===== src/rtl/protected_adder_pipeline_pkg.sv =====
// Shared constants and helpers for the parity-protected adder pipeline.
// Latency: n/a (package only).
// Backpressure: n/a (package only).
package protected_adder_pipeline_pkg;

    // Deepest pipeline the err_layer encoding can address.
    localparam int MAX_LAYERS  = 16;
    localparam int ERR_LAYER_W = 4;

    // Even parity of a word. Callers zero-extend to 64 bits; leading zeros do not change the parity.
    function automatic logic parity_of(input logic [63:0] word);
        return ^word;
    endfunction

endpackage


===== src/rtl/protected_adder_pipeline_parity_stage_reg.sv =====
// One pipeline word register with a stored even-parity bit and a live parity check.
// Latency: 1 cycle from d to q when not held.
// Backpressure: none; hold freezes the contents and the upstream value is dropped.
module parity_stage_reg
    import protected_adder_pipeline_pkg::*;
#(
    parameter int WIDTH = 8
) (
    input  logic             clk,
    input  logic             rst_n,
    input  logic             hold,
    input  logic             inject,
    input  logic [WIDTH-1:0] d,
    output logic [WIDTH-1:0] q,
    output logic             mismatch
);

    logic [WIDTH-1:0] data_q;
    logic             par_q;

    // Capture the word unless held. Parity is taken before the optional bit-0 flip,
    // so an injected flip shows up as a mismatch.
    always_ff @(posedge clk or negedge rst_n) begin
        if (!rst_n) begin
            data_q <= '0;
            par_q  <= 1'b0;
        end else if (!hold) begin
            data_q <= d ^ WIDTH'(inject);
            par_q  <= parity_of(64'(d));
        end
    end

    // Recompute parity on the stored word and compare it to the stored bit.
    always_comb begin
        mismatch = parity_of(64'(data_q)) ^ par_q;
    end

    assign q = data_q;

endmodule


===== src/rtl/protected_adder_pipeline.sv =====
// Cascade of LAYERS parity-protected adder stages with a sticky error checker.
// Latency: LAYERS cycles from input_vector/in_valid to sum/sum_valid.
// Backpressure: none; a held stage freezes and the upstream stage overwrites its own contents.
module protected_adder_pipeline
    import protected_adder_pipeline_pkg::*;
#(
    parameter int WIDTH  = 8,
    parameter int LAYERS = 4,
    parameter int CNT_W  = 8
) (
    input  logic                   clk,
    input  logic                   rst_n,
    input  logic [WIDTH-1:0]       input_vector,
    input  logic                   in_valid,
    input  logic [LAYERS-1:0]      hold_signals,
    input  logic [LAYERS-1:0]      inject,
    input  logic                   err_clr,
    output logic [WIDTH-1:0]       sum,
    output logic                   sum_valid,
    output logic [LAYERS-1:0]      error_signals,
    output logic                   Err_out_Final,
    output logic [ERR_LAYER_W-1:0] err_layer,
    output logic [CNT_W-1:0]       err_count
);

    localparam logic [CNT_W-1:0] CNT_MAX = '1;

    // Index k here is stage k+1: a_q[k]/b_q[k]/v_q[k] are its stored words and valid bit.
    logic [WIDTH-1:0]  a_q [LAYERS];
    logic [WIDTH-1:0]  b_q [LAYERS];
    logic [LAYERS-1:0] a_mis;
    logic [LAYERS-1:0] b_mis;
    logic [LAYERS-1:0] v_q;
    logic [LAYERS:0]   v_chain;

    for (genvar k = 0; k < LAYERS; k++) begin : g_stage
        logic [WIDTH-1:0] a_in;
        logic [WIDTH-1:0] b_in;

        // Stage 0 presents the input as both operands.
        if (k == 0) begin : g_first
            assign a_in = input_vector + input_vector;
            assign b_in = input_vector;
        end else begin : g_rest
            assign a_in = a_q[k-1] + b_q[k-1];
            assign b_in = b_q[k-1];
        end

        parity_stage_reg #(.WIDTH(WIDTH)) u_a_reg (
            .clk      (clk),
            .rst_n    (rst_n),
            .hold     (hold_signals[k]),
            .inject   (inject[k]),
            .d        (a_in),
            .q        (a_q[k]),
            .mismatch (a_mis[k])
        );

        // Only the running sum word is subject to fault injection.
        parity_stage_reg #(.WIDTH(WIDTH)) u_b_reg (
            .clk      (clk),
            .rst_n    (rst_n),
            .hold     (hold_signals[k]),
            .inject   (1'b0),
            .d        (b_in),
            .q        (b_q[k]),
            .mismatch (b_mis[k])
        );
    end

    assign v_chain = {v_q, in_valid};

    // Valid bits travel with their words and honour the same per-stage hold.
    always_ff @(posedge clk or negedge rst_n) begin
        if (!rst_n) begin
            v_q <= '0;
        end else begin
            for (int k = 0; k < LAYERS; k++) begin
                if (!hold_signals[k]) begin
                    v_q[k] <= v_chain[k];
                end
            end
        end
    end

    assign error_signals = a_mis | b_mis;
    assign sum           = a_q[LAYERS-1];
    assign sum_valid     = v_q[LAYERS-1];

    logic                   any_err;
    logic [ERR_LAYER_W-1:0] low_idx;

    // Lowest erroring stage index; scanning downwards lets the lowest hit win.
    always_comb begin
        low_idx = '0;
        for (int i = LAYERS - 1; i >= 0; i--) begin
            if (error_signals[i]) begin
                low_idx = ERR_LAYER_W'(i);
            end
        end
        any_err = |error_signals;
    end

    // Sticky alarm, first-error location and saturating error-cycle counter.
    // A clear restarts the record from the current cycle's error state.
    always_ff @(posedge clk or negedge rst_n) begin
        if (!rst_n) begin
            Err_out_Final <= 1'b0;
            err_layer     <= '0;
            err_count     <= '0;
        end else if (err_clr) begin
            Err_out_Final <= any_err;
            err_layer     <= any_err ? low_idx : '0;
            err_count     <= any_err ? CNT_W'(1) : '0;
        end else begin
            if (any_err && !Err_out_Final) begin
                Err_out_Final <= 1'b1;
                err_layer     <= low_idx;
            end
            if (any_err && err_count != CNT_MAX) begin
                err_count <= err_count + 1'b1;
            end
        end
    end

endmodule


===== config.mk =====
export PLATFORM = sky130hd
export DESIGN_NAME = protected_adder_pipeline
export DESIGN_NICKNAME = d
export VERILOG_FILES = /design/src/rtl/protected_adder_pipeline_pkg.sv /design/src/rtl/protected_adder_pipeline_parity_stage_reg.sv /design/src/rtl/protected_adder_pipeline.sv
export SDC_FILE = /design/constraint.sdc
export NUM_CORES = 1
export LEC_CHECK = 0
export ABC_AREA = 1
export BUFFER_PORTS_ARGS = -buffer_cell sky130_fd_sc_hd__buf_4
export CAP_MARGIN = 10
export CORE_ASPECT_RATIO = 1.5
export CORE_MARGIN = 4
export CORE_UTILIZATION = 61
export CTS_CLUSTER_DIAMETER = 200
export CTS_CLUSTER_SIZE = 8
export DETAILED_ROUTE_END_ITERATION = 10
export PLACE_DENSITY = 0.8
export SLEW_MARGIN = 20
export SYNTH_ARGS = -nofsm -noshare
export SYNTH_HDL_FRONTEND = slang
export SYNTH_SLANG_ARGS = --single-unit

===== constraint.sdc =====
create_clock -name clk -period 2.45 [get_ports clk]
set_input_delay 0.245 -clock clk [delete_from_list [all_inputs] [get_ports clk]]
set_output_delay 0.245 -clock clk [all_outputs]
set_load 0.02 [all_outputs]

==> impl_metrics.xml, run 1 <==
<?xml version="1.0" encoding="UTF-8"?>
<metrics>
  <group name="floorplan">
    <metric name="die-width" unit="microns">85.82</metric>
    <metric name="num_io_pins" unit="">46</metric>
    <metric name="die_height" unit="microns">124.7</metric>
    <metric name="initial_utilization" unit="">0.6276</metric>
    <metric name="placeableCoreArea" unit="sq um">8828</metric>
    <metric name="area_of_the_die" unit="sq um">10700</metric>
    <metric name="rows" unit="">42</metric>
  </group>
  <group name="sta">
    <metric name="timing.slew.headroom" unit="">0.5209</metric>
    <metric name="maxSlewViolCount" unit="">0</metric>
    <metric name="worst_clock_skew" unit="ps">7.177</metric>
    <metric name="max_slew.worst_pin.slew" unit="ps">718.7</metric>
    <metric name="layout_worst_path_cycle_share" unit="">0.9565</metric>
    <metric name="final-setup-viol-count" unit="">0</metric>
    <metric name="period_minus_slack" unit="ps">2343</metric>
    <metric name="post-route-worst-setup-slack" unit="ps">106.6</metric>
    <metric name="achievable-frequency" unit="MHz">426.7</metric>
    <metric name="setup_repair_after_global_routing_missed_its_margin" unit="">false</metric>
    <metric name="final.hold.worst_slack" unit="ps">-61.69</metric>
    <metric name="fin_tns_setup" unit="ps">0</metric>
    <metric name="hold_violation_count_in_the_final_report" unit="">80</metric>
  </group>
  <group name="drt">
    <metric name="ant_nets" unit="">0</metric>
    <metric name="drc" unit="">0</metric>
    <metric name="vias_per_cell" unit="">5.353</metric>
    <metric name="number_of_drc_markers_in_iteration_0" unit="">164</metric>
    <metric name="wl_per_cell" unit="microns">13.39</metric>
    <metric name="drt_first_pass_iters" unit="">4</metric>
    <metric name="finalWirelength" unit="microns">12280</metric>
    <metric name="via_total_after_detailed_routing" unit="">4909</metric>
  </group>
  <group name="placed_design">
    <metric name="dpl_cell_area" unit="sq um">5869</metric>
    <metric name="placement.io_buffers" unit="">43</metric>
    <metric name="hpwl" unit="microns">9398</metric>
    <metric name="routabilityCongestion" unit="">0.8865</metric>
    <metric name="worst_case_setup_slack_after_placement" unit="ps">194.7</metric>
  </group>
  <group name="power">
    <metric name="power_frac_comb" unit="">0.515</metric>
    <metric name="seq_power_share" unit="">0.283</metric>
    <metric name="total_power" unit="mW">6.923</metric>
    <metric name="p_switching" unit="mW">3.050</metric>
    <metric name="clockPowerShare" unit="">0.202</metric>
    <metric name="power_switching_share" unit="">0.4406</metric>
    <metric name="p_per_area" unit="nW/um^2">1116</metric>
    <metric name="worst_ir_drop_vdd" unit="uV">751.1</metric>
    <metric name="static-leakage-power" unit="nW">3.405</metric>
    <metric name="p_int" unit="mW">3.873</metric>
  </group>
  <group name="cts">
    <metric name="worst_skew_pair.late_latency" unit="ps">340</metric>
    <metric name="cts_sinks" unit="">80</metric>
    <metric name="cts_setup_buffers" unit="">0</metric>
    <metric name="htree_num_levels" unit="">3</metric>
    <metric name="cts_buffers" unit="">9</metric>
    <metric name="path_clk_slew" unit="ps">60</metric>
    <metric name="clockRootBuffer" unit="">clkbuf_16</metric>
    <metric name="cts_tree" unit="">yes</metric>
    <metric name="clk_path_buf_depth" unit="">2</metric>
  </group>
  <group name="global_route">
    <metric name="grt_start_max_net_pins" unit="">81</metric>
    <metric name="grt-busiest-layer" unit="">met2</metric>
    <metric name="met1_usage" unit="">0.2315</metric>
    <metric name="grt_antenna_before_repair" unit="">0</metric>
    <metric name="first_global_vias" unit="">4866</metric>
    <metric name="grt_first_pass_wirelength" unit="microns">20460</metric>
    <metric name="grtUsageMet2" unit="">0.4428</metric>
    <metric name="globalRouteTotalUtil" unit="">0.2363</metric>
    <metric name="global_route.overflow_total" unit="">0</metric>
    <metric name="use_met3" unit="">0.03177</metric>
  </group>
  <group name="yosys">
    <metric name="synth_top_cell_by_area" unit="">dfrtp_1</metric>
    <metric name="syn_avg_cell_area" unit="sq um">7.177</metric>
    <metric name="synth.distinct_cells" unit="">30</metric>
    <metric name="synth_area_leaders" unit="">dfrtp_1 36%, nand2_1 20%, xnor2_1 6.3%, nand3_1 6.2%, o21ai_0 5.1%</metric>
    <metric name="syn-cell-area" unit="sq um">5540</metric>
    <metric name="syn_inst" unit="">772</metric>
    <metric name="ys_warn_count" unit="">0</metric>
    <metric name="synth_top_area_frac" unit="">0.3613</metric>
    <metric name="synth-seq-area-share" unit="">0.3613</metric>
    <metric name="synth_seq_cells" unit="">80</metric>
  </group>
  <group name="setup_path">
    <metric name="worstPathCellList" unit="">ha_1 &gt; xnor2_2 &gt; or2_1 &gt; nand2_1 &gt; nand2_1 &gt; nand2_1 &gt; nand3_4 &gt; buf_4</metric>
    <metric name="setup.worst_path.end_class" unit="">primary output</metric>
    <metric name="critPathMostFrequentCell" unit="">nand2_1</metric>
    <metric name="timing.critical_path.fanout_max" unit="">5</metric>
    <metric name="critPathArrivalTime" unit="ps">2100</metric>
    <metric name="cp.required" unit="ps">2200</metric>
    <metric name="timing_worst_setup_path_type" unit="">flop to primary output</metric>
    <metric name="setup.worst_path.start_class" unit="">flop</metric>
    <metric name="critical_path.max_stage_delay" unit="ps">440</metric>
    <metric name="critical-path-slowest-cell" unit="">dfrtp_1</metric>
  </group>
  <group name="layout">
    <metric name="layout.filler_cells" unit="">740</metric>
    <metric name="multi_input_comb_area" unit="sq um">3102</metric>
    <metric name="insertedDiodeCount" unit="">0</metric>
    <metric name="nets" unit="">847</metric>
    <metric name="areaGrowthSynthToFinish" unit="%">11.92</metric>
    <metric name="final_cell_area" unit="sq um">6201</metric>
    <metric name="final_layout_size_suffix_gt1_frac" unit="">0.09542</metric>
    <metric name="final-seq-area" unit="sq um">2003</metric>
  </group>
  <group name="outcome">
    <metric name="violations" unit="">hold timing</metric>
    <metric name="run_status" unit="">complete, but fails checks</metric>
  </group>
  <group name="run">
    <metric name="drv.max_cap_violation_count" unit="">0</metric>
  </group>
  <group name="min_path">
    <metric name="worst_hold_path_type" unit="">input pin to asynchronous set/reset pin</metric>
  </group>
</metrics>
==> path summary, 6_finish.rpt <==
path                                          from                      end  slack [ps]  cells past startpoint
max                        g_stage[0].u_a_reg.q[1]         error_signals[0]         110                      8
min                                          rst_n  g_stage[3].u_a_reg.q[7]         -60                      1
max reg2reg                g_stage[0].u_a_reg.q[1]             err_count[2]         170                     11
min reg2reg                                 v_q[3]                   v_q[3]         500                      2
max in group asynchronous                    rst_n  g_stage[2].u_a_reg.q[0]        1980                      1
min in group clk                         inject[0]  g_stage[0].u_a_reg.q[0]         100                      3
==> Yosys cell counts, drive strengths merged <==
library cell  instances
fa                    3
nor3                  1
nand2b                1
nand3b                5
a21o                  4
o21ai                58
xor2                 32
a21oi                14
or2                   2
xnor2                40
buf                  13
inv                  81
nor2                 16
nand3                72
nand2               304
clkinv                3
nand4                 6
clkbuf               12
a31oi                 2
dfrtp                80
ha                   22
conb                  1
==> placed cells by master, fill, tap and decap left out, drive strengths merged <==
| cell | n |
|---|---|
| nand2 | 304 |
| clkinvlp | 1 |
| o21ai | 58 |
| nor2 | 16 |
| xor2 | 32 |
| clkbuf | 11 |
| inv | 82 |
| xnor2 | 40 |
| nand3b | 5 |
| fa | 3 |
| a21oi | 14 |
| buf | 43 |
| nand2b | 1 |
| bufinv | 1 |
| a21o | 4 |
| a31oi | 2 |
| conb | 2 |
| nand3 | 72 |
| or2 | 2 |
| clkinv | 5 |
| nor3 | 1 |
| nand4 | 6 |
| ha | 22 |
| dfrtp | 80 |
==> critical path: cells and delay by family, from the launching register on <==
kind	cells	cell delay, ps
fa+ha+maj	1	390
xor+xnor	1	180
simple gates	5	580
buf+inv	1	170
flops	1	440
==> layer usage <==
| metal | up-vias | share of wire |
|---|---|---|
| met1 | 2290 | 0.36 |
| met2 | 85 | 0.55 |
| met5 | - | 0 |
| met3 | 43 | 0.025 |
| met4 | 0 | 0.062 |
| li1 | 2491 | - |
==> power groups by stage <==
stage / Sequential [mW] / Clock [mW] / Combinational [mW]
finish: 1.96 / 1.40 / 3.56
global route: 2.00 / 1.47 / 4.06
CTS: 1.96 / 1.42 / 3.59
detailed placement: 1.98 / 0 / 3.55
global placement: 1.96 / 0 / 3.41
floorplan: 1.92 / 0 / 2.78
==> metrics by stage <==
| stage | util | std cells |
|---|---|---|
| after CTS | 0.7007 | 917 |
| after detailed placement | 0.6648 | 901 |
| after global placement | 0.6648 | 901 |
| after floorplan | - | 773 |
| final | 0.7024 | 917 |
| after global routing | 0.7024 | 917 |
==> registers in the layout, summed over array words and instances, names as in the netlist <==
name,count
err_count,8
g_stage.u_a_reg.q,31
g_stage.u_b_reg.par_q,4
g_stage.u_b_reg.q,26
err_layer,2
v_q,4
g_stage.u_a_reg.par_q,4
Err_out_Final,1
==> cell families (layout without fill, tap and decap cells) <==
kind of cell | after synthesis | count (layout) | synth area share
compound gates | 78 | 78 | 0.07272
xor+xnor | 72 | 72 | 0.1138
fa+ha+maj | 25 | 25 | 0.06052
buf+inv | 109 | 143 | 0.08130
flops | 80 | 80 | 0.3613
other cells | 1 | 2 | 0.0006769
simple gates | 407 | 407 | 0.3096
==> area by class of cell <==
cell class	count	share of cell area
multi-input cells	584	0.5002
flip-flops and latches	80	0.3230
repair buffers	43	0.05266
clock buffers	11	0.04076
clock inverters	5	0.01029
inverters	84	0.05085
well taps	110	0.02220
==> timing repair <==
item | CTS | global route
endpoints found under the setup margin | 0 | 5
hold buffers | 0 | 0
gates resized for setup | 0 | 3
(Power assumes the default switching activity.)
==> run 2, diff against run 1 <==
Settings changed: CORE_UTILIZATION 61 to 62, SYNTH_HIERARCHICAL set to 1.
==> run 2 against run 1 <==
  * The run now ends clean
  * Maximum frequency grew 7.5%
  * Wire length is 20% higher
  * First-iteration DRC count grew 45%
  * Register-to-register slack better by 100 ps
  * Clock skew rose by 0.75 ps
  * Critical path depth is 7 higher
  * Power is 11% higher
  * Global-route usage grew 0.52 points
  * Sequential share of layout area shrank 4.5 points
  * Highest routed layer unchanged
==> impl_metrics.xml, run 2 <==
<?xml version="1.0" encoding="UTF-8"?>
<metrics>
  <group name="drt">
    <metric name="drc" unit="">0</metric>
    <metric name="number_of_drc_markers_in_iteration_0" unit="">237</metric>
    <metric name="vias_per_cell" unit="">4.894</metric>
    <metric name="wl_per_cell" unit="microns">11.03</metric>
    <metric name="via_total_after_detailed_routing" unit="">6524</metric>
    <metric name="drt_first_pass_iters" unit="">4</metric>
    <metric name="finalWirelength" unit="microns">14710</metric>
    <metric name="ant_nets" unit="">0</metric>
  </group>
  <group name="layout">
    <metric name="areaGrowthSynthToFinish" unit="%">11.93</metric>
    <metric name="final-seq-area" unit="sq um">2177</metric>
    <metric name="insertedDiodeCount" unit="">0</metric>
    <metric name="final_layout_size_suffix_gt1_frac" unit="">0.1265</metric>
    <metric name="layout.filler_cells" unit="">1005</metric>
    <metric name="highest_count_cells_in_the_layout_ignoring_fill_and_taps" unit="">542 x nand2_1, 166 x inv_1, 87 x dfrtp_1, 50 x buf_4, 42 x nand3_1</metric>
    <metric name="nets" unit="">1226</metric>
    <metric name="multi_input_comb_area" unit="sq um">4056</metric>
    <metric name="mostFrequentLayoutCell" unit="">nand2_1</metric>
  </group>
  <group name="cts">
    <metric name="cts_buffers" unit="">9</metric>
    <metric name="worst_skew_pair.late_latency" unit="ps">340</metric>
    <metric name="path_clk_slew" unit="ps">60</metric>
    <metric name="cts_tree" unit="">yes</metric>
    <metric name="htree_num_levels" unit="">3</metric>
    <metric name="clk_path_buf_depth" unit="">2</metric>
    <metric name="clockRootBuffer" unit="">clkbuf_16</metric>
    <metric name="cts_setup_buffers" unit="">0</metric>
    <metric name="cts_sinks" unit="">87</metric>
  </group>
  <group name="setup_path">
    <metric name="setup.worst_path.end_class" unit="">flop</metric>
    <metric name="timing.critical_path.fanout_max" unit="">4</metric>
    <metric name="cp.required" unit="ps">2690</metric>
    <metric name="critical-path-slowest-cell" unit="">fa_1</metric>
    <metric name="worst_path_dominant_cell_family" unit="">simple AND/OR/NAND/NOR gates</metric>
    <metric name="worst-path-buf-inv" unit="">1</metric>
    <metric name="critical_path.max_stage_delay" unit="ps">420</metric>
    <metric name="critPathMostFrequentCell" unit="">nand2_1</metric>
    <metric name="worstPathCellList" unit="">ha_1 &gt; fa_1 &gt; nand3_1 &gt; nand2_1 &gt; nand2_1 &gt; nand2_1 &gt; xor2_1 &gt; nand2_1 &gt; inv_1 &gt; nor2_1 &gt; nand2_1 &gt; nand2_1 &gt; nand2_1 &gt; nand3_1 &gt; nand2_1</metric>
    <metric name="critPathArrivalTime" unit="ps">2420</metric>
    <metric name="timing_worst_setup_path_type" unit="">flop to flop</metric>
    <metric name="setup.worst_path.start_class" unit="">flop</metric>
  </group>
  <group name="sta">
    <metric name="layout_worst_path_cycle_share" unit="">0.8899</metric>
    <metric name="final-setup-viol-count" unit="">0</metric>
    <metric name="max_slew.worst_pin.slew" unit="ps">588.0</metric>
    <metric name="achievable-frequency" unit="MHz">458.7</metric>
    <metric name="post-route-worst-setup-slack" unit="ps">269.7</metric>
    <metric name="period_minus_slack" unit="ps">2180</metric>
    <metric name="hold_violation_count_in_the_final_report" unit="">0</metric>
    <metric name="setup_repair_after_global_routing_missed_its_margin" unit="">false</metric>
    <metric name="fin_tns_setup" unit="ps">0</metric>
    <metric name="maxSlewViolCount" unit="">0</metric>
    <metric name="worst_clock_skew" unit="ps">7.925</metric>
    <metric name="timing.slew.headroom" unit="">0.6080</metric>
  </group>
  <group name="power">
    <metric name="clockPowerShare" unit="">0.192</metric>
    <metric name="power_frac_comb" unit="">0.535</metric>
    <metric name="p_switching" unit="mW">3.523</metric>
    <metric name="seq_power_share" unit="">0.273</metric>
    <metric name="p_per_area" unit="nW/um^2">980.9</metric>
    <metric name="worst_ir_drop_vdd" unit="uV">452.1</metric>
    <metric name="p_int" unit="mW">4.155</metric>
    <metric name="power_switching_share" unit="">0.4588</metric>
    <metric name="static-leakage-power" unit="nW">4.640</metric>
  </group>
  <group name="yosys">
    <metric name="synth.most_common_cell" unit="">nand2_1</metric>
    <metric name="ys_async_sr_fraction" unit="">1.000</metric>
    <metric name="synth.top_cells.by_count" unit="">542 x nand2_1, 166 x inv_1, 87 x dfrtp_1</metric>
    <metric name="syn_avg_cell_area" unit="sq um">6.194</metric>
    <metric name="synth.distinct_cells" unit="">29</metric>
    <metric name="synth_seq_cells" unit="">87</metric>
    <metric name="syn_inst" unit="">1129</metric>
    <metric name="ys_warn_count" unit="">6</metric>
    <metric name="synth_ff_type" unit="">dfrtp_1</metric>
    <metric name="synth_top_cell_by_area" unit="">dfrtp_1</metric>
    <metric name="synth_top_area_frac" unit="">0.3113</metric>
    <metric name="number_of_enable_type_register_cells_in_the_synthesized_netlist" unit="">0</metric>
    <metric name="syn-cell-area" unit="sq um">6993</metric>
    <metric name="synth-seq-area-share" unit="">0.3113</metric>
    <metric name="synth_area_leaders" unit="">dfrtp_1 31%, nand2_1 29%, inv_1 8.9%, ha_1 3.9%, nand3_2 3.7%</metric>
  </group>
  <group name="placed_design">
    <metric name="placement.io_buffers" unit="">43</metric>
    <metric name="hpwl" unit="microns">11690</metric>
    <metric name="worst_case_setup_slack_after_placement" unit="ps">201.2</metric>
    <metric name="routabilityCongestion" unit="">0.8366</metric>
  </group>
  <group name="floorplan">
    <metric name="num_io_pins" unit="">46</metric>
    <metric name="initial_utilization" unit="">0.6325</metric>
    <metric name="area_of_the_die" unit="sq um">13080</metric>
    <metric name="die-width" unit="microns">94.72</metric>
    <metric name="placeableCoreArea" unit="sq um">11060</metric>
    <metric name="die_height" unit="microns">138.1</metric>
    <metric name="rows" unit="">47</metric>
  </group>
  <group name="outcome">
    <metric name="run_status" unit="">completed</metric>
  </group>
  <group name="min_path">
    <metric name="worst_hold_path_type" unit="">input pin to flop</metric>
  </group>
  <group name="global_route">
    <metric name="grt_antenna_before_repair" unit="">0</metric>
    <metric name="grt_first_pass_wirelength" unit="microns">25570</metric>
    <metric name="global_route.overflow_total" unit="">0</metric>
    <metric name="first_global_vias" unit="">6136</metric>
    <metric name="grt_start_max_net_pins" unit="">45</metric>
    <metric name="globalRouteTotalUtil" unit="">0.2415</metric>
  </group>
  <group name="run">
    <metric name="drv.max_cap_violation_count" unit="">0</metric>
  </group>
</metrics>
## run 2: cell count changes in the layout (fill, tap and decap cells not counted), sizes merged, moves of 8 or more
cell | previous run | this run
xor2 | 32 | 11
xnor2 | 40 | 18
nor2 | 16 | 33
buf | 43 | 51
o21ai | 58 | 74
inv | 82 | 184
conb | 2 | 10
nand2 | 304 | 577
## run 2: what timing repair did
item                                    4_1_cts  5_1_grt
endpoints found under the setup margin        0        2
hold buffers                                  1        0
resized for setup                             0        2
hold endpoints to repair                     43        0
## run 2: kinds of logic after synthesis
family / Yosys count / share of synthesized area
simple gates: 690 / 0.4192
flops: 87 / 0.3113
other cells: 1 / 0.0005363
fa+ha+maj: 25 / 0.04795
compound gates: 95 / 0.07121
buf+inv: 202 / 0.1134
xor+xnor: 29 / 0.03632
## run 2: power by group through the flow
stage          logic [mW]  registers, mW  clock network [mW]
2_1_floorplan        3.01           2.17                   0
4_1_cts              4.13           2.10                1.51
5_1_grt              4.71           2.15                1.57
6_report             4.11           2.09                1.48
3_3_place_gp         3.97           2.11                   0
3_5_place_dp         4.09           2.12                   0
## run 2: final timing paths
path                                    startpoint                        to  slack, ps  cells after the start
setup reg to reg           g_stage[2].u_a_reg/q[0]  g_stage[3].u_a_reg/par_q        270                     15
min in group asynchronous                    rst_n   g_stage[3].u_a_reg/q[5]        440                      2
hold reg to reg                             v_q[3]                    v_q[3]        480                      2
setup / recovery           g_stage[2].u_a_reg/q[0]  g_stage[3].u_a_reg/par_q        270                     15
hold / removal                            in_valid                    v_q[0]        160                      3
max in group asynchronous                    rst_n  g_stage[1].u_b_reg/par_q       1360                      3
## run 2: area by class of cell
type	count	area share
timing repair buffer	52	0.05179
sequential	87	0.2781
clock buffer	10	0.02925
multi-input combinational	849	0.5182
tap	147	0.02350
clock inverter	6	0.01183
inverter	182	0.08728
## run 2: tightest hold or removal path, stage by stage
cell and delay, ps:
buf_4 80, nor2_1 30, a21oi_1 100
## run 2: metal layers
layer  wire length [microns]  GRT usage
met5                       0          0
met2                    8451     0.4836
met4                     491     0.1049
met3                     281    0.02391
met1                    5484     0.2379
## run 2: stage by stage
| step | util | total power [mW] | hold slack, ps | instance area (sq um) | std cells |
|---|---|---|---|---|---|
| detailed placement | 0.6780 | 6.218 | 288.5 | 7496 | 1316 |
| global placement | 0.6780 | 6.077 | 281.2 | 7496 | 1316 |
| finish | 0.7080 | 7.678 | 159.0 | 7828 | 1333 |
| global route | 0.7080 | 8.432 | 170.8 | 7828 | 1333 |
| floorplan | - | 5.180 | -50.59 | 7027 | 1138 |
| CTS | 0.7080 | 7.732 | 145.1 | 7828 | 1333 |
==> run 3, diff against run 2 <==
Settings changed: CORE_UTILIZATION 62 to 49, PLACE_DENSITY 0.8 to 0.66.
==> run 3 against run 2 <==
  * Sequential cell count is the same
  * Design area hardly changed
  * Sequential share of layout area about the same
  * Utilization shrank 15 points
  * Power decreased by 3.0%
  * First-iteration DRC count decreased by 19%
  * Global-route usage is 5.0 points lower
  * Wire length is 1.8% lower
  * Maximum frequency decreased by 1.5%
  * Combinational power shrank 1%
  * Register-to-register slack got worse by 30 ps
  * Clock power down 12%
  * Critical endpoint unchanged
==> impl_metrics.xml, run 3 (same netlist as run 2, synthesis figures left out) <==
<?xml version="1.0" encoding="UTF-8"?>
<metrics>
  <group name="layout">
    <metric name="final_cell_area" unit="sq um">7831</metric>
    <metric name="final-seq-area" unit="sq um">2178</metric>
    <metric name="layout.filler_cells" unit="">1409</metric>
    <metric name="insertedDiodeCount" unit="">0</metric>
    <metric name="highest_count_cells_in_the_layout_ignoring_fill_and_taps" unit="">542 x nand2_1, 166 x inv_1, 86 x dfrtp_1, 47 x buf_4, 42 x nand3_1</metric>
    <metric name="nets" unit="">1223</metric>
    <metric name="areaGrowthSynthToFinish" unit="%">11.99</metric>
    <metric name="multi_input_comb_area" unit="sq um">4064</metric>
    <metric name="final_layout_size_suffix_gt1_frac" unit="">0.1268</metric>
    <metric name="mostFrequentLayoutCell" unit="">nand2_1</metric>
  </group>
  <group name="sta">
    <metric name="fin_tns_setup" unit="ps">0</metric>
    <metric name="timing.slew.headroom" unit="">0.6466</metric>
    <metric name="hold_violation_count_in_the_final_report" unit="">0</metric>
    <metric name="final-setup-viol-count" unit="">0</metric>
    <metric name="layout_worst_path_cycle_share" unit="">0.9034</metric>
    <metric name="achievable-frequency" unit="MHz">451.8</metric>
    <metric name="worst_clock_skew" unit="ps">8.394</metric>
    <metric name="maxSlewViolCount" unit="">0</metric>
    <metric name="setup_repair_after_global_routing_missed_its_margin" unit="">false</metric>
    <metric name="max_slew.worst_pin.slew" unit="ps">530.1</metric>
    <metric name="period_minus_slack" unit="ps">2213</metric>
  </group>
  <group name="power">
    <metric name="p_per_area" unit="nW/um^2">951.4</metric>
    <metric name="static-leakage-power" unit="nW">4.614</metric>
    <metric name="total_power" unit="mW">7.450</metric>
    <metric name="worst_ir_drop_vdd" unit="uV">416.2</metric>
  </group>
  <group name="outcome">
    <metric name="run_status" unit="">completed</metric>
  </group>
  <group name="setup_path">
    <metric name="cp.required" unit="ps">2690</metric>
    <metric name="critical-path-slowest-cell" unit="">dfrtp_2</metric>
    <metric name="worstPathCellList" unit="">ha_1 &gt; fa_1 &gt; nand3_1 &gt; nand2_1 &gt; nand2_1 &gt; nand2_1 &gt; xor2_2 &gt; nand2_1 &gt; inv_1 &gt; nor2_1 &gt; nand2_1 &gt; nand2_1 &gt; nand2_1 &gt; nand3_1 &gt; nand2_1</metric>
    <metric name="setup.worst_path.start_class" unit="">flop</metric>
    <metric name="timing_worst_setup_path_type" unit="">flop to flop</metric>
    <metric name="critPathMostFrequentCell" unit="">nand2_1</metric>
    <metric name="setup.worst_path.end_class" unit="">flop</metric>
    <metric name="timing.critical_path.fanout_max" unit="">8</metric>
    <metric name="critical_path.max_stage_delay" unit="ps">470</metric>
    <metric name="critPathArrivalTime" unit="ps">2450</metric>
  </group>
  <group name="cts">
    <metric name="htree_num_levels" unit="">3</metric>
    <metric name="cts_sinks" unit="">87</metric>
    <metric name="worst_skew_pair.late_latency" unit="ps">340</metric>
    <metric name="clockRootBuffer" unit="">clkbuf_16</metric>
    <metric name="path_clk_slew" unit="ps">60</metric>
    <metric name="clk_path_buf_depth" unit="">2</metric>
    <metric name="cts_buffers" unit="">9</metric>
    <metric name="cts_tree" unit="">yes</metric>
  </group>
  <group name="min_path">
    <metric name="worst_hold_path_type" unit="">input pin to flop</metric>
  </group>
  <group name="placed_design">
    <metric name="routabilityCongestion" unit="">0.8390</metric>
    <metric name="placement.io_buffers" unit="">43</metric>
    <metric name="dpl_cell_area" unit="sq um">7530</metric>
    <metric name="hpwl" unit="microns">11820</metric>
  </group>
  <group name="floorplan">
    <metric name="initial_utilization" unit="">0.4998</metric>
    <metric name="placeableCoreArea" unit="sq um">13990</metric>
    <metric name="die_height" unit="microns">154.3</metric>
    <metric name="die-width" unit="microns">105.5</metric>
    <metric name="num_io_pins" unit="">46</metric>
    <metric name="area_of_the_die" unit="sq um">16290</metric>
    <metric name="rows" unit="">53</metric>
  </group>
  <group name="global_route">
    <metric name="globalRouteTotalUtil" unit="">0.1915</metric>
    <metric name="global_route.overflow_total" unit="">0</metric>
    <metric name="first_global_vias" unit="">5910</metric>
    <metric name="grt_first_pass_wirelength" unit="microns">25630</metric>
    <metric name="grt_start_max_net_pins" unit="">50</metric>
    <metric name="grt_antenna_before_repair" unit="">0</metric>
  </group>
  <group name="drt">
    <metric name="drt_first_pass_iters" unit="">4</metric>
    <metric name="drc" unit="">0</metric>
    <metric name="via_total_after_detailed_routing" unit="">6272</metric>
    <metric name="wl_per_cell" unit="microns">10.51</metric>
    <metric name="number_of_drc_markers_in_iteration_0" unit="">191</metric>
    <metric name="ant_nets" unit="">0</metric>
    <metric name="vias_per_cell" unit="">4.561</metric>
    <metric name="finalWirelength" unit="microns">14450</metric>
  </group>
  <group name="run">
    <metric name="drv.max_cap_violation_count" unit="">0</metric>
  </group>
</metrics>
run 3: cell type report:
| type | count | share of cell area |
|---|---|---|
| Multi-Input combinational cell | 849 | 0.5189 |
| Sequential cell | 87 | 0.2782 |
| Inverter | 182 | 0.08723 |
| Timing Repair Buffer | 49 | 0.04889 |
| Tap cell | 192 | 0.03068 |
| Clock buffer | 10 | 0.03052 |
| Clock inverter | 6 | 0.005592 |
run 3: final timing paths:
check / cells after the start / slack, ps / startpoint / end
worst max-delay path: 15 / 240 / g_stage[2].u_b_reg/q[0] / g_stage[3].u_a_reg/par_q
worst min-delay path: 3 / 150 / in_valid / v_q[0]
worst max register to register: 15 / 240 / g_stage[2].u_b_reg/q[0] / g_stage[3].u_a_reg/par_q
worst min register to register: 2 / 490 / g_stage[3].u_b_reg/q[7] / g_stage[3].u_b_reg/q[7]
max in group asynchronous: 3 / 1390 / rst_n / g_stage[2].u_b_reg/q[0]
min in group asynchronous: 2 / 420 / rst_n / g_stage[3].u_a_reg/q[5]
run 3: where the power goes:
| part | internal [mW] | switching [mW] | leakage [nW] |
|---|---|---|---|
| Combinational | 1.51 | 2.55 | 3.40 |
| Clock | 0.718 | 0.581 | 0.139 |
| Sequential | 1.75 | 0.351 | 1.07 |
| Total | 3.97 | 3.48 | 4.61 |
run 3: timing repair:
item / CTS / global route
hold buffers: 1 / 0
hold endpoints to repair: 38 / 0
buffers inserted: 0 / 0
resized for setup: 0 / 4
setup endpoints to repair: 0 / 3
run 3: through the flow:
stage / cells / hold WS, ps / worst slack, ps / utilization
3_5_place_dp: 1358 / 264.6 / 209.5 / 0.5381
5_1_grt: 1375 / 176.7 / 18.59 / 0.5597
2_1_floorplan: 1138 / -50.59 / 308.2 / -
6_report: 1375 / 152.0 / 236.7 / 0.5597
4_1_cts: 1375 / 140.7 / 191.7 / 0.5591
3_3_place_gp: 1358 / 255.8 / 247.2 / 0.5381
run 3: worst max-delay path, delay by kind of cell, from the launching register on:
kind | cells | cell delay (ps)
buffers and inverters | 1 | 40
adders and majority gates | 2 | 640
xor gates and xnor gates | 1 | 160
DFF | 1 | 470
and+or+nand+nor | 11 | 800
run 3: per-layer routing:
layer / part of all wire / vias to the layer above / GRT usage
li1: - / 3492 / -
met1: 0.39 / 2687 / 0.1937
met2: 0.55 / 64 / 0.3741
met3: 0.020 / 29 / 0.02965
met4: 0.042 / 0 / 0.09321
met5: 0 / - / 0
